### config.mk
export PLATFORM = sky130hd
export DESIGN_NAME = command_uploader_flat
export DESIGN_NICKNAME = d
export VERILOG_FILES = /design/src/rtl/mem_pkg.sv /design/src/rtl/mem_interface.sv /design/src/rtl/sync_fifo.sv /design/src/rtl/command_uploader.sv /design/src/flat_wrapper.sv
export SDC_FILE = /design/constraint.sdc
export NUM_CORES = 1
export LEC_CHECK = 0
export BUFFER_PORTS_ARGS = -buffer_cell sky130_fd_sc_hd__buf_2
export CORE_MARGIN = 2
export CORE_UTILIZATION = 55
export DETAILED_ROUTE_END_ITERATION = 10
export GPL_TIMING_DRIVEN = 0
export PLACE_DENSITY = 0.82
export REMOVE_ABC_BUFFERS = 1
export SYNTH_ARGS = -nofsm -noshare
export SYNTH_HDL_FRONTEND = slang
export SYNTH_HIERARCHICAL = 1
export SYNTH_SLANG_ARGS = --single-unit
### constraint.sdc
create_clock -name clock -period 5.3 [get_ports clock]
set_clock_uncertainty 0.2 [all_clocks]
set_input_delay 0.53 -clock clock [delete_from_list [all_inputs] [get_ports clock]]
set_output_delay 0.53 -clock clock [all_outputs]
set_load 0.01 [all_outputs]
### src/rtl/mem_pkg.sv
// ---------------------------------------------------------------------------
// mem_pkg
// Shared definitions for the memory-bus masters: bus widths, the command RAM
// window and the command uploader state encoding.
// No ports (package).
// ---------------------------------------------------------------------------
package mem_pkg;

  localparam int unsigned MEM_ADDR_W  = 22;
  localparam int unsigned CMD_W       = 32;
  localparam int unsigned WINDOW_W    = 10;
  localparam int unsigned WORD_OFF_W  = 12;
  localparam int unsigned LOAD_CNT_W  = 13;

  // Command RAM lives at address[21:12] == 10'h100.
  localparam logic [WINDOW_W-1:0] COMMAND_WINDOW = 10'h100;

  typedef enum logic [1:0] {
    UPL_IDLE = 2'd0,
    UPL_RUN  = 2'd1,
    UPL_DONE = 2'd2
  } upl_state_e;

  // Full bus address from the window select and the word offset inside it.
  function automatic logic [MEM_ADDR_W-1:0] cmd_addr(
    input logic [WINDOW_W-1:0]   window,
    input logic [WORD_OFF_W-1:0] offset
  );
    return {window, offset};
  endfunction

endpackage

### src/rtl/mem_interface.sv
// ---------------------------------------------------------------------------
// mem_interface
// Single-word memory bus between a master and mem_interface.
// Signals:
//   request       master holds high while a transaction is outstanding
//   address       22-bit word address
//   data_write    32-bit write data
//   write_enable  1 = write transaction
//   last4         burst marker (unused by single-word masters)
//   ready         slave completes the transaction on the cycle it is high
// ---------------------------------------------------------------------------
interface mem_interface;
  import mem_pkg::*;

  logic                  request;
  logic [MEM_ADDR_W-1:0] address;
  logic [CMD_W-1:0]      data_write;
  logic                  write_enable;
  logic                  last4;
  logic                  ready;

  modport master (
    output request,
    output address,
    output data_write,
    output write_enable,
    output last4,
    input  ready
  );

  modport slave (
    input  request,
    input  address,
    input  data_write,
    input  write_enable,
    input  last4,
    output ready
  );

endinterface

### src/rtl/sync_fifo.sv
// ---------------------------------------------------------------------------
// sync_fifo
// Single-clock FIFO with first-word-fall-through head output.
// DEPTH must be a power of two (>= 2) so the pointers wrap naturally.
// Ports:
//   clock, reset   clock and synchronous active-high reset (empties FIFO)
//   push/push_data write one entry; ignored when full
//   pop            discard the head entry; ignored when empty
//   head           oldest entry (valid when !empty)
//   full, empty    occupancy flags
// ---------------------------------------------------------------------------
module sync_fifo #(
  parameter int unsigned WIDTH = 32,
  parameter int unsigned DEPTH = 4
) (
  input  logic             clock,
  input  logic             reset,
  input  logic             push,
  input  logic [WIDTH-1:0] push_data,
  input  logic             pop,
  output logic [WIDTH-1:0] head,
  output logic             full,
  output logic             empty
);

  localparam int unsigned PTR_W = $clog2(DEPTH);
  localparam logic [PTR_W-1:0] PTR_ONE    = PTR_W'(1);
  localparam logic [PTR_W:0]   CNT_ONE    = (PTR_W + 1)'(1);
  localparam logic [PTR_W:0]   CNT_ZERO   = (PTR_W + 1)'(0);
  localparam logic [PTR_W:0]   FULL_COUNT = (PTR_W + 1)'(DEPTH);

  logic [WIDTH-1:0] mem_q [DEPTH];
  logic [PTR_W-1:0] wr_ptr_q, wr_ptr_d;
  logic [PTR_W-1:0] rd_ptr_q, rd_ptr_d;
  logic [PTR_W:0]   count_q, count_d;
  logic             push_ok_s;
  logic             pop_ok_s;

  // Qualified push/pop, next pointers and occupancy.
  always_comb begin
    push_ok_s = push && (count_q != FULL_COUNT);
    pop_ok_s  = pop && (count_q != CNT_ZERO);

    if (push_ok_s) begin
      wr_ptr_d = wr_ptr_q + PTR_ONE;
    end else begin
      wr_ptr_d = wr_ptr_q;
    end

    if (pop_ok_s) begin
      rd_ptr_d = rd_ptr_q + PTR_ONE;
    end else begin
      rd_ptr_d = rd_ptr_q;
    end

    // Push and pop together leave occupancy unchanged.
    case ({push_ok_s, pop_ok_s})
      2'b10:   count_d = count_q + CNT_ONE;
      2'b01:   count_d = count_q - CNT_ONE;
      default: count_d = count_q;
    endcase
  end

  // Pointer and occupancy registers.
  always_ff @(posedge clock) begin
    if (reset) begin
      wr_ptr_q <= '0;
      rd_ptr_q <= '0;
      count_q  <= CNT_ZERO;
    end else begin
      wr_ptr_q <= wr_ptr_d;
      rd_ptr_q <= rd_ptr_d;
      count_q  <= count_d;
    end
  end

  // Storage array; contents need no reset because occupancy guards reads.
  always_ff @(posedge clock) begin
    if (push_ok_s) begin
      mem_q[wr_ptr_q] <= push_data;
    end
  end

  assign head  = mem_q[rd_ptr_q];
  assign full  = (count_q == FULL_COUNT);
  assign empty = (count_q == CNT_ZERO);

endmodule

### src/rtl/command_uploader.sv
// ---------------------------------------------------------------------------
// command_uploader
// Bus master that streams 32-bit command words into the command RAM window.
// Words from the source are buffered in a sync_fifo; each buffered word is
// written with its own single-word transaction at {WINDOW, wr_idx}, wr_idx
// counting up from load_base modulo 4096.
// Ports:
//   clock, reset  clock and synchronous active-high reset
//   load_start    pulse starting an upload (ignored unless idle)
//   load_base     first 12-bit word offset, sampled on load_start
//   load_count    number of words (0..4096), sampled on load_start
//   word_valid    source offers word_data
//   word_data     command word
//   word_ready    uploader accepts word_data this cycle
//   busy          upload in progress
//   done          one-cycle completion pulse
//   mem_bus       memory bus master port
// ---------------------------------------------------------------------------
module command_uploader
  import mem_pkg::*;
#(
  parameter int unsigned         FIFO_DEPTH = 4,
  parameter logic [WINDOW_W-1:0] WINDOW     = COMMAND_WINDOW
) (
  input  logic                  clock,
  input  logic                  reset,
  input  logic                  load_start,
  input  logic [WORD_OFF_W-1:0] load_base,
  input  logic [LOAD_CNT_W-1:0] load_count,
  input  logic                  word_valid,
  input  logic [CMD_W-1:0]      word_data,
  output logic                  word_ready,
  output logic                  busy,
  output logic                  done,
  mem_interface.master          mem_bus
);

  upl_state_e            state_q, state_d;
  logic [WORD_OFF_W-1:0] wr_idx_q, wr_idx_d;
  logic [LOAD_CNT_W-1:0] remaining_q, remaining_d;
  logic [LOAD_CNT_W-1:0] accepted_q, accepted_d;
  logic [LOAD_CNT_W-1:0] count_q, count_d;
  logic                  request_q, request_d;
  logic                  write_enable_q, write_enable_d;
  logic [MEM_ADDR_W-1:0] address_q, address_d;
  logic [CMD_W-1:0]      data_write_q, data_write_d;
  logic                  busy_q, busy_d;
  logic                  done_q, done_d;

  logic                  word_ready_s;
  logic                  push_s;
  logic                  write_done_s;
  logic                  fifo_full_s;
  logic                  fifo_empty_s;
  logic [CMD_W-1:0]      fifo_head_s;

  sync_fifo #(
    .WIDTH (CMD_W),
    .DEPTH (FIFO_DEPTH)
  ) u_fifo (
    .clock     (clock),
    .reset     (reset),
    .push      (push_s),
    .push_data (word_data),
    .pop       (write_done_s),
    .head      (fifo_head_s),
    .full      (fifo_full_s),
    .empty     (fifo_empty_s)
  );

  // Source-side acceptance: only while running, with room, and until the
  // requested number of words has been taken.
  always_comb begin
    if (state_q == UPL_RUN) begin
      word_ready_s = !fifo_full_s && (accepted_q < count_q);
    end else begin
      word_ready_s = 1'b0;
    end
    push_s       = word_valid && word_ready_s;
    write_done_s = request_q && mem_bus.ready;
  end

  // Upload sequencing and bus request generation.
  always_comb begin
    state_d        = state_q;
    wr_idx_d       = wr_idx_q;
    remaining_d    = remaining_q;
    accepted_d     = accepted_q;
    count_d        = count_q;
    request_d      = request_q;
    write_enable_d = write_enable_q;
    address_d      = address_q;
    data_write_d   = data_write_q;

    case (state_q)
      UPL_IDLE: begin
        request_d      = 1'b0;
        write_enable_d = 1'b0;
        if (load_start) begin
          wr_idx_d    = load_base;
          remaining_d = load_count;
          count_d     = load_count;
          accepted_d  = 13'd0;
          if (load_count == 13'd0) begin
            state_d = UPL_DONE;
          end else begin
            state_d = UPL_RUN;
          end
        end else begin
          state_d = UPL_IDLE;
        end
      end

      UPL_RUN: begin
        if (push_s) begin
          accepted_d = accepted_q + 13'd1;
        end else begin
          accepted_d = accepted_q;
        end

        if (write_done_s) begin
          // Request always drops for a cycle after completion; a queued
          // word is picked up by the issue branch on the following cycle.
          request_d      = 1'b0;
          write_enable_d = 1'b0;
          wr_idx_d       = wr_idx_q + 12'd1;
          remaining_d    = remaining_q - 13'd1;
          if (remaining_q == 13'd1) begin
            state_d = UPL_DONE;
          end else begin
            state_d = UPL_RUN;
          end
        end else if (!request_q && !fifo_empty_s) begin
          request_d      = 1'b1;
          write_enable_d = 1'b1;
          address_d      = cmd_addr(WINDOW, wr_idx_q);
          data_write_d   = fifo_head_s;
        end else begin
          // Outstanding request: hold address/data until ready.
          request_d      = request_q;
          write_enable_d = write_enable_q;
        end
      end

      UPL_DONE: begin
        request_d      = 1'b0;
        write_enable_d = 1'b0;
        state_d        = UPL_IDLE;
      end

      default: begin
        request_d      = 1'b0;
        write_enable_d = 1'b0;
        state_d        = UPL_IDLE;
      end
    endcase

    busy_d = (state_d == UPL_RUN);
    done_d = (state_d == UPL_DONE);
  end

  // State and output registers.
  always_ff @(posedge clock) begin
    if (reset) begin
      state_q        <= UPL_IDLE;
      wr_idx_q       <= 12'd0;
      remaining_q    <= 13'd0;
      accepted_q     <= 13'd0;
      count_q        <= 13'd0;
      request_q      <= 1'b0;
      write_enable_q <= 1'b0;
      address_q      <= 22'd0;
      data_write_q   <= 32'd0;
      busy_q         <= 1'b0;
      done_q         <= 1'b0;
    end else begin
      state_q        <= state_d;
      wr_idx_q       <= wr_idx_d;
      remaining_q    <= remaining_d;
      accepted_q     <= accepted_d;
      count_q        <= count_d;
      request_q      <= request_d;
      write_enable_q <= write_enable_d;
      address_q      <= address_d;
      data_write_q   <= data_write_d;
      busy_q         <= busy_d;
      done_q         <= done_d;
    end
  end

  assign word_ready           = word_ready_s;
  assign busy                 = busy_q;
  assign done                 = done_q;
  assign mem_bus.request      = request_q;
  assign mem_bus.write_enable = write_enable_q;
  assign mem_bus.address      = address_q;
  assign mem_bus.data_write   = data_write_q;
  assign mem_bus.last4        = 1'b0;

endmodule
### src/flat_wrapper.sv
// flat-port wrapper written by rule: the top's interface ports become plain ports
module command_uploader_flat import mem_pkg::*;
#(
  parameter int unsigned         FIFO_DEPTH = 4,
  parameter logic [WINDOW_W-1:0] WINDOW     = COMMAND_WINDOW
)
  (clock, reset, load_start, load_base, load_count, word_valid, word_data, word_ready, busy, done, mem_bus_request, mem_bus_address, mem_bus_data_write, mem_bus_write_enable, mem_bus_last4, mem_bus_ready);
  mem_interface mem_bus_i ();
  input  logic clock;
  input  logic reset;
  input  logic load_start;
  input  logic [WORD_OFF_W-1:0] load_base;
  input  logic [LOAD_CNT_W-1:0] load_count;
  input  logic word_valid;
  input  logic [CMD_W-1:0] word_data;
  output logic word_ready;
  output logic busy;
  output logic done;
  output wire logic [$bits(mem_bus_i.request)-1:0] mem_bus_request;
  output wire logic [$bits(mem_bus_i.address)-1:0] mem_bus_address;
  output wire logic [$bits(mem_bus_i.data_write)-1:0] mem_bus_data_write;
  output wire logic [$bits(mem_bus_i.write_enable)-1:0] mem_bus_write_enable;
  output wire logic [$bits(mem_bus_i.last4)-1:0] mem_bus_last4;
  input wire logic [$bits(mem_bus_i.ready)-1:0] mem_bus_ready;
  assign mem_bus_request = mem_bus_i.request;
  assign mem_bus_address = mem_bus_i.address;
  assign mem_bus_data_write = mem_bus_i.data_write;
  assign mem_bus_write_enable = mem_bus_i.write_enable;
  assign mem_bus_last4 = mem_bus_i.last4;
  assign mem_bus_i.ready = mem_bus_ready;
  command_uploader #(.FIFO_DEPTH(FIFO_DEPTH), .WINDOW(WINDOW)) u_core (.clock(clock), .reset(reset), .load_start(load_start), .load_base(load_base), .load_count(load_count), .word_valid(word_valid), .word_data(word_data), .word_ready(word_ready), .busy(busy), .done(done), .mem_bus(mem_bus_i));
endmodule
==> results.md, run 1 <==
* Crit. Startpoint: u_core/count_q[11]
* Slowest library cell on the worst path: a2111oi_4
* Largest net degree at the start of global routing at 63
* Status: finished clean
* Buffer count from post-CTS setup fixing at 0
* Post-synth ARST share at 0%
* Max cap viols at 0
* Fmax at 0.275 GHz
* Class of the worst hold path: primary input to register
* Most common cell after layout, fill and taps aside: nand2_1
* Peak supply drop at 349 uV
* Detailed Route Iter0 Violations at around 540
* CP Data Required Time at 5.54 ns
* Tot GR Track Use at about 22%
* Die ar. at 19,100 um2
* Worst setup SP type: register
* Fillers at around 1,300
* Sequential fraction of the synthesis area at 61.1%
* Hold Crit Endpoint: u_core/u_fifo/mem_q[0][19]
* Final Hold Fails at 0
* R2r startpoint: u_core/count_q[11]
* CTS Buf Count at 25
* Post-Route Utilization at 64.5%
* R2R setup slack at 1.66 ns
* Final worst slack at between 1.5 and 2 ns
* Initial core utilization at a little under three fifths
* Slew Limit Fails at 0
* Max H-tree Level at 1
* Drc violations at 0
* Hold Path Depth at 1
* Initial antenna violation count at 2
* Wire length per cell at around 18 um
* Nets at 1,028
* WP data arrival at 3.88 ns
* CTS Hold Bufs at 0
* Cell Chain, Critical Path: inv_1, ha_1, a21o_1, a2111oi_4, nand4_1, o21ai_2, inv_1, nor2_1, inv_1, ha_1, inv_1, fa_1, xor2_1, or3_1, a21oi_1
* Vias per cell at 5.76
* Storage cell area at 6050 um2
* Area of the multi-input gates at 3480 um2
* Tcrit/Tclk final at 68.7%
* Clk Tree Root Cell: clkbuf_16
* Worst Hold Launch: word_data[19]
* Post-route ant nets at 0
* Worst slew margin at between 40% and 50%
* Setup TNS at 0 ns
* Worst slack, placed at 1.71 ns
* Global-route wire length before repair at 33,800 um
* PortBufs at 111
* Fin cells at 1,194
* Synthesis-stage register bit count at 238
* Ys Warns at 6
* Total I/O pin count at 122
* # clock sinks at 238
* Gate Count Post-Synth at 846
* Number of detailed-route iterations in the first pass at 5
* Minimum clock period at 3.64 ns
* Gpl congestion at 0.825
* Num rows at 49
* Vias at 6,879
* Post-Syn Area at about 9900 um2
* Total Routed Length at 21,200 um
* Vias in the first global route at about 6,800
* Deepest clock path buffer count at 3
* Synth-to-layout area growth at 15.9%
* Slew @ Worst Pin at 0.899 ns
* Width of the chip at 138 um
* Clock-pin slew on the worst setup and hold paths at 0.06 ns
* Syn_area_per_cell at 11.7 um2
* Reg2reg path depth at 15
* CP endpoint kind: register
* Lkg Pwr at 4.14 nW
* Cts repair resizes at 0
* Total core area at 17,800 um2
* Final HPWL DP at between 10,000 and 15,000 um
* CTS tree: done
* Most used flip-flop cell after synthesis: edfxtp_1
* Slowest stage delay, CP at 0.45 ns
* Die height at 138 um
* Setup Viol. Count Final at 0
* Most frequent cells in the layout: nand2_1 (151), edfxtp_1 (128), buf_2 (110), dfxtp_1 (108), a21oi_1 (94)
* RR Endpoint: u_core/u_fifo/count_q[2]
* Clk_lat worst skew at roughly 0.52 ns
* RSZ-0062 raised after global routing: false
* Cell variety after synth at just over 60
* Placed insts at approximately 1,100
* Share of layout cells above drive strength 1 at roughly a fifth
* Power Dens Cells at 354 nW/um2
* Post-synth EDFFs at 128
* GRT overflow at 0
* Critical path class: register to register
* Worst-path maximum fanout at 7
* CP most frequent cell: inv_1
[through the flow]
step	hold WS, ns	area [um2]	power (W)
finish	0.0273	11500	0.00406
detailed placement	0.243	10600	0.00239
floorplan	0.226	9600	0.00225
global route	0.00956	11500	0.00421
global placement	0.238	10400	0.00236
CTS	0.00537	11500	0.00409
[power by group]
part | switching (W) | leakage [nW] | internal [W]
Combinational | 0.000195 | 1.68 | 0.000121
Clock | 0.000693 | 0.403 | 0.00101
Sequential | 0.0000381 | 2.05 | 0.00200
Total | 0.000926 | 4.14 | 0.00314
[cell families after synthesis]
| family | after synthesis | synth area share, % |
|---|---|---|
| and+or+nand+nor | 279 | 12.7 |
| DFF | 238 | 61.1 |
| buffers and inverters | 84 | 4.37 |
| adders and majority gates | 22 | 2.86 |
| muxes | 34 | 7.56 |
| xor gates and xnor gates | 3 | 0.266 |
| other | 1 | 0.0379 |
| AOI/OAI and AO/OA | 185 | 11.2 |
[per-layer routing]
layer | wire (um) | vias up | GRT usage (%)
li1 | - | 3275 | -
met1 | 8600 | 3345 | 26.7
met2 | 10600 | 215 | 38.2
met3 | 1460 | 44 | 5.37
met4 | 539 | 0 | 6.50
met5 | 0 | - | 0
[critical path, delay by kind of cell (launching register included)]
family / cells / cell delay (ns)
AO/OA/AOI/OAI: 4 / 1.13
AND/OR/NAND/NOR: 3 / 0.78
adder cells (fa/ha/maj): 3 / 0.71
buffers and inverters: 4 / 0.34
flip-flops: 1 / 0.33
XOR/XNOR: 1 / 0.07
[worst max-delay path by stage]
stage                                   endpoint  depth (start not counted)
detailed placement      u_core/u_fifo/count_q[2]                         15
CTS                     u_core/u_fifo/count_q[2]                         15
finish                  u_core/u_fifo/count_q[2]                         15
floorplan              u_core/u_fifo/mem_q[0][0]                          7
global route            u_core/u_fifo/count_q[2]                         15
global placement    u_core/mem_bus.data_write[2]                          4
[state kept, by name, summed over array words and instances, names as in the netlist, 3 cells and up, named ones only]
register                   cells
u_core/mem_bus.address        13
u_core/accepted_q             13
u_core/u_fifo/mem_q          128
u_core/wr_idx_q               12
u_core/u_fifo/count_q          3
u_core/mem_bus.data_write     32
u_core/count_q                13
u_core/remaining_q            13
[synthesized netlist by cell type, types with 3 or more instances]
master | count | share of area (%)
a211oi_1 | 8 | 0.61
a21o_1 | 3 | 0.23
a21oi_1 | 95 | 4.8
a22oi_1 | 7 | 0.53
a31oi_1 | 18 | 1.1
a41oi_1 | 3 | 0.27
and2_1 | 5 | 0.32
and3_1 | 6 | 0.38
buf_12 | 3 | 0.61
buf_2 | 4 | 0.20
buf_4 | 11 | 0.83
buf_6 | 3 | 0.34
clkbuf_1 | 34 | 1.3
dfxtp_1 | 110 | 22
edfxtp_1 | 128 | 39
ha_1 | 21 | 2.7
inv_1 | 27 | 1.0
mux4_2 | 30 | 6.8
nand2_1 | 151 | 5.7
nand2b_1 | 5 | 0.32
nand3_1 | 10 | 0.51
nand4_1 | 8 | 0.51
nor2_1 | 49 | 1.9
nor2b_1 | 4 | 0.25
nor3_1 | 14 | 0.71
nor3b_1 | 3 | 0.23
nor4_1 | 3 | 0.19
o21ai_0 | 25 | 1.3
o21ai_1 | 4 | 0.20
o22ai_1 | 3 | 0.19
or3_1 | 7 | 0.44
or4_1 | 3 | 0.23
xor2_1 | 3 | 0.27
[layout make-up]
cell class / count / area share [%]
Clock inverter: 11 / 1.03
Tap cell: 229 / 2.50
Antenna cell: 2 / 0.0436
Timing Repair Buffer: 119 / 6.44
Inverter: 27 / 0.884
Multi-Input combinational cell: 533 / 30.3
Clock buffer: 35 / 6.04
Sequential cell: 238 / 52.7
Power figures use the tool's default switching activity.
==> inputs of run 2 (changes only) <==
--- a/config.mk
+++ b/config.mk
@@ -5,6 +5,7 @@
 export SDC_FILE = /design/constraint.sdc
 export NUM_CORES = 1
 export LEC_CHECK = 0
+export ABC_AREA = 1
 export BUFFER_PORTS_ARGS = -buffer_cell sky130_fd_sc_hd__buf_2
 export CORE_MARGIN = 2
 export CORE_UTILIZATION = 55
==> constraint.sdc (replaced) <==
create_clock -name clock -period 3.5 [get_ports clock]
set_clock_uncertainty 0.2 [all_clocks]
set_input_delay 0.35 -clock clock [delete_from_list [all_inputs] [get_ports clock]]
set_output_delay 0.35 -clock clock [all_outputs]
set_load 0.01 [all_outputs]
==> results.md, run 2 <==
* Tcrit/Tclk final at about 92%
* Register bank with the most flops: u_core/u_fifo/mem_q
* Total Routed Length at ~24,000 um
* Minimum clock period at around 3.2 ns
* Detailed Route Iter0 Violations at between 800 and 900
* Hold Path Depth at 4
* Placed cell areas at 10,800 um2
* Share of layout cells above drive strength 1 at roughly 15%
* R2r startpoint: u_core/accepted_q[4]
* Post-Syn Area at around 10,000 um2
* Syn_area_per_cell at 9.45 um2
* Sequential fraction of the synthesis area at 59.5%
* Die ar. at 19,600 um2
* Synthesis-stage register bit count at 238
* Setup Viol. Count Final at 0
* Most common cell after layout, fill and taps aside: nor2_1
* Placed insts at 1,367
* Largest net degree at the start of global routing at 65
* WP data arrival at 3.43 ns
* Ranking of synthesized cells by area: edfxtp_1 (38%), dfxtp_1 (22%), nor2_1 (7.5%)
* Number of detailed-route iterations in the first pass at 5
* Cell Chain, Critical Path: ha_1, nand2_1, nor2_1, nand2_1, nand3_1, nand2_1, nand2_1, nand2_1, nand3_1, inv_1, nand2_4, ha_1, inv_1, fa_1, inv_1, nand2_1, nand3_1, nand2_1, nand2_1, nor2_1
* Nets at 1,302
* Worst-path maximum fanout at 11
* Fmax at roughly 0.31 GHz
* Top cells by count, synth: nor2_1 (202), edfxtp_1 (128), o21ai_0 (128)
* Global-route wire length before repair at approximately 38,000 um
* Peak supply drop at 525 uV
* Deepest clock path buffer count at 3
* Slew @ Worst Pin at around 1.3 ns
* Max FFs per register at around 130
* PortBufs at about 110
* Clk Tree Root Cell: clkbuf_16
* GRT overflow at 0
* Width of the chip at 140 um
* Synth-to-layout area growth at 19.8%
* Drc violations at 0
* Clk_lat worst skew at ~0.53 ns
* RSZ-0062 raised after global routing: false
* Worst slew margin at 12.1%
* Ys Warns at 6
* Vias in the first global route at 7,857
* Worst setup SP type: register
* # clock sinks at 238
* Final HPWL DP at 13,900 um
* Slew Limit Fails at 0
* Total core area at 18,000 um2
* Gpl congestion at between 0.8 and 0.9
* Slowest stage delay, CP at 0.39 ns
* Tot GR Track Use at 23.9%
* Most frequent cells in the layout: nor2_1 (198), o21ai_0 (128), edfxtp_1 (128), buf_2 (111), dfxtp_1 (109)
* Worst hold slack at around 0.022 ns
* Fin cells at between 1,000 and 1,500
* Worst Hold Launch: load_base[5]
* Wire length per cell at around 17 um
* Pwr Total at 0.00646 W
* Status: finished clean
* Fin area at 12,200 um2
* Most frequent cell after synthesis: nor2_1
* CP endpoint kind: register
* Lkg Pwr at 4.78 nW
* Clock-pin slew on the worst setup and hold paths at roughly 0.060 ns
* Final Hold Fails at 0
* Class of the worst hold path: primary input to register
* Vias at 8,210
* R2R setup slack at 0.28 ns
* Max H-tree Level at 1
* Num rows at between 40 and 50
* CTS tree: done
* Total I/O pin count at 122
* Post-route ant nets at 0
* CTS Buf Count at 24
* Max cap viols at 0
* CP most frequent cell: nand2_1
* Post-synth EDFFs at 128
* Slowest library cell on the worst path: fa_1
* CP Data Required Time at 3.71 ns
* Hold Crit Endpoint: u_core/wr_idx_q[5]
* Gate Count Post-Synth at between 1,000 and 1,500
* Vias per cell at 5.60
* Reg2reg path depth at 20
* Initial antenna violation count at 0
* ANT cells at 0
* Post-synth ARST share at 0%
* Synth area leader: edfxtp_1
* Most used flip-flop cell after synthesis: edfxtp_1
* Power Dens Cells at roughly 530 nW/um2
* RR Endpoint: u_core/u_fifo/count_q[2]
* Die height at 140 um
* Initial core utilization at 56.4%
* Critical path class: register to register
* Cell variety after synth at 42
* Top cell type's share of synthesized area at 37.8%
-- run 2: changes by cell type in the layout (fill, tap and decap cells not counted), sizes merged, moves of 6 or more --
cell | previous run | this run
nand2 | 151 | 110
o21ai | 31 | 158
a31oi | 18 | 4
o22ai | 3 | 34
nand3 | 10 | 34
nor2 | 49 | 207
a21oi | 95 | 69
a22oi | 7 | 0
dlygate4sd3 | 0 | 52
or3 | 7 | 0
mux4 | 32 | 0
and3 | 6 | 0
inv | 28 | 87
-- run 2: cell type report --
type,instances,area [um2]
Clock buffer,30,663
Timing Repair Buffer,170,1200
Inverter,87,338
Sequential cell,238,6050
Clock inverter,14,170
Fill cell,1353,5840
Multi-Input combinational cell,697,3470
Tap cell,229,287
-- run 2: through the flow --
stage	setup TNS (ns)	utilization, %	worst slack, ns
6_report	0	67.6	0.282
5_1_grt	0	67.6	0.0405
4_1_cts	0	67.5	0.106
3_5_place_dp	-13.00	60.0	-0.417
3_3_place_gp	-227.89	59.1	-1.69
2_1_floorplan	-11.59	-	-0.0905
-- run 2: worst max path at each step --
stage	end	cells after the start	startpoint	slack [ns]
2_1_floorplan	u_core/u_fifo/mem_q[2][0]	8	u_core/state_q[0]	-0.09
3_3_place_gp	u_core/u_fifo/mem_q[2][0]	8	u_core/state_q[0]	-1.69
3_5_place_dp	u_core/mem_bus.address[2]	6	u_core/state_q[0]	-0.42
4_1_cts	u_core/u_fifo/count_q[1]	11	u_core/state_q[0]	0.11
5_1_grt	u_core/u_fifo/count_q[2]	20	u_core/accepted_q[4]	0.04
6_report	u_core/u_fifo/count_q[2]	20	u_core/accepted_q[4]	0.28
-- run 2: cells by family (layout without fill, tap and decap cells) --
kind of cell | after synthesis | in the layout | share of synthesized area, %
compound gates | 281 | 281 | 14.7
xor+xnor | 6 | 6 | 0.517
fa+ha+maj | 22 | 22 | 2.78
buf+inv | 151 | 301 | 7.10
flops | 238 | 238 | 59.5
other cells | 1 | 10 | 0.0369
simple gates | 377 | 378 | 15.4
-- run 2: repair_timing --
action                                  in CTS  in global routing
gates cloned                                 0                  1
pin swaps                                    0                  1
endpoints found under the hold margin      151                  0
hold buffers                                52                  0
endpoints found under the setup margin      45                101
buffers inserted                             0                  1
gates resized for setup                      2                  0
-- run 2: report_power, final --
part           internal (W)  switching, W  leakage [nW]
sequential          0.00306     0.0000701          2.05
combinational      0.000250      0.000421          2.32
clock               0.00157       0.00109         0.413
total               0.00488       0.00158          4.78
-- run 2: critical path: cells and delay by family (launching register included) --
family	cells	cell delay (ns)
adders and majority gates	3	0.91
buffers and inverters	3	0.32
and+or+nand+nor	14	1.28
DFF	1	0.38
-- run 2: metal layers --
metal	track usage (%)	part of all wire, %	vias up
met3	4.14	7.7	40
met1	31.3	41	3861
met4	6.16	1.9	0
li1	-	-	3942
met2	41.3	49	367
met5	0	0	-
==> inputs of run 3 (changes only) <==
--- a/config.mk
+++ b/config.mk
@@ -11,7 +11,7 @@
 export CORE_UTILIZATION = 55
 export DETAILED_ROUTE_END_ITERATION = 10
 export GPL_TIMING_DRIVEN = 0
-export PLACE_DENSITY = 0.82
+export PLACE_DENSITY = 0.76
 export REMOVE_ABC_BUFFERS = 1
 export SYNTH_ARGS = -nofsm -noshare
 export SYNTH_HDL_FRONTEND = slang
==> results.md, run 3 (synthesized netlist as in run 2, its figures left out) <==
* Most frequent cells in the layout: nor2_1 (198), o21ai_0 (128), edfxtp_1 (128), buf_2 (111), dfxtp_1 (109)
* Vias per cell at 5.48
* Die ar. at 19,600 um2
* Worst slew margin at 17.7%
* Synth-to-layout area growth at 19.8%
* Fin cells at 1,467
* Fmax at ~0.32 GHz
* Gpl congestion at 0.856
* Worst Hold Launch: load_count[7]
* Share of layout cells above drive strength 1 at 14.4%
* Met3 WL at 1530 um
* Slew Limit Fails at 0
* Max FFs per register at about 130
* Setup Viol. Count Final at 0
* Placed cell areas at 10,800 um2
* Slew @ Worst Pin at about 1.2 ns
* Initial antenna violation count at 1
* Final Hold Fails at 0
* Final worst slack at 0.337 ns
* Clock-pin slew on the worst setup and hold paths at 0.06 ns
* Reg2reg path depth at 9
* Vias at between 8,000 and 9,000
* Largest net degree at the start of global routing at 65
* Final HPWL DP at 13,300 um
* Clk_lat worst skew at approximately 0.53 ns
* Tcrit/Tclk final at 90.4%
* Most common cell after layout, fill and taps aside: nor2_1
* Total core area at 18,000 um2
* Register bank with the most flops: u_core/u_fifo/mem_q
* Tot GR Track Use at approximately a quarter
* Area of the multi-input gates at between 3000 and 4000 um2
* RR Endpoint: u_core/u_fifo/mem_q[2][15]
* # clock sinks at 238
* Deepest clock path buffer count at 3
* PortBufs at 111
* Lkg Pwr at 4.77 nW
* Num rows at between 40 and 50
* Critical path class: register to register
* Detailed Route Iter0 Violations at ~740
* DRT met1 WL at 9760 um
* Placed insts at 1,367
* CP Data Required Time at 3.53 ns
* Worst-path maximum fanout at 19
* Hold Crit Endpoint: u_core/count_q[7]
* Peak supply drop at around 450 uV
* Minimum clock period at 3.16 ns
* Storage cell area at roughly 6000 um2
* Hold Path Depth at 3
* RSZ-0062 raised after global routing: false
* Nets at 1,302
* Total Routed Length at 23,500 um
* Status: finished clean
* Die height at 140 um
* Width of the chip at 140 um
* CP endpoint kind: register
* Post-route ant nets at 0
* Worst slack, placed at -0.371 ns
* R2r startpoint: u_core/state_q[0]
* WP data arrival at 3.19 ns
* Metal2 WL at 11,800 um
* CTS Buf Count at 25
* Wire length per cell at 16.0 um
* Fin area at 12,200 um2
* Global-route wire length before repair at 37,700 um
* Clk Tree Root Cell: clkbuf_16
* GRT overflow at 0
* Total I/O pin count at 122
* Vias in the first global route at 7,715
* Drc violations at 0
* Number of detailed-route iterations in the first pass at 5
* Class of the worst hold path: primary input to register
* DR top layer: met4
* Worst setup SP type: register
* Setup TNS at 0 ns
* Buffer count from post-CTS setup fixing at 0
* Initial core utilization at a little under three fifths
* Pwr Total at roughly 0.0064 W
* Max cap viols at 0
* Max H-tree Level at 1
* R2R setup slack at 0.34 ns
* Fillers at 1,394
* Power Dens Cells at 525 nW/um2
* CTS tree: done
[run 3: cell types whose count changed in the layout (fill, tap and decap cells not counted), sizes merged]
cell      previous run  this run
buf                118       117
bufinv               3         2
clkbuf              30        35
clkinv              11         8
clkinvlp             0         1
diode                0         1
[run 3: worst max path at each step]
stage | from | endpoint | slack [ns]
CTS | u_core/state_q[0] | u_core/u_fifo/mem_q[0][15] | 0.007
global placement | u_core/state_q[0] | u_core/u_fifo/mem_q[3][2] | -1.75
detailed placement | u_core/state_q[0] | u_core/mem_bus.address[9] | -0.37
floorplan | u_core/state_q[0] | u_core/u_fifo/mem_q[2][0] | -0.09
finish | u_core/state_q[0] | u_core/u_fifo/mem_q[2][15] | 0.34
global route | u_core/accepted_q[4] | u_core/u_fifo/count_q[2] | 0.11
[run 3: timing repair]
item,4_1_cts,5_1_grt
endpoints found under the hold margin,151,0
gates resized for setup,2,1
endpoints found under the setup margin,45,121
gates cloned,0,1
hold buffers,52,0
pin swaps,0,1
[run 3: metal layers]
metal | GRT usage (%) | up-vias
met5 | 0 | -
met4 | 5.53 | 0
met3 | 3.86 | 31
met2 | 41.9 | 268
met1 | 29.9 | 3787
li1 | - | 3948
[run 3: worst max-delay path, cell delays in order (launching register included)]
cell     delay, ns
dfxtp_1       0.34
inv_1         0.10
nor2_4        0.49
nand4_1       0.16
a21oi_1       0.21
nand3_2       0.26
inv_1         0.22
nand2_4       0.14
nor2_4        0.51
buf_16        0.24
[run 3: cell type report]
| type | count | share of cell area [%] |
|---|---|---|
| well taps | 229 | 2.35 |
| flip-flops and latches | 238 | 49.6 |
| repair buffers | 169 | 10.0 |
| inverters | 87 | 2.77 |
| multi-input cells | 697 | 28.5 |
| clock buffers | 35 | 5.69 |
| diodes | 1 | 0.0205 |
| clock inverters | 11 | 0.966 |
[run 3: report_power, final]
part           internal [W]  total, W  switching, W
logic              0.000251  0.000664      0.000413
registers           0.00306   0.00312     0.0000683
clock network       0.00153   0.00260       0.00107
[run 3: through the flow]
stage / utilization (%) / hold WS, ns
2_1_floorplan: - / 0.219
3_3_place_gp: 59.1 / 0.247
3_5_place_dp: 60.1 / 0.253
4_1_cts: 67.5 / 0.000757
5_1_grt: 67.6 / 0.0194
6_report: 67.6 / 0.0166
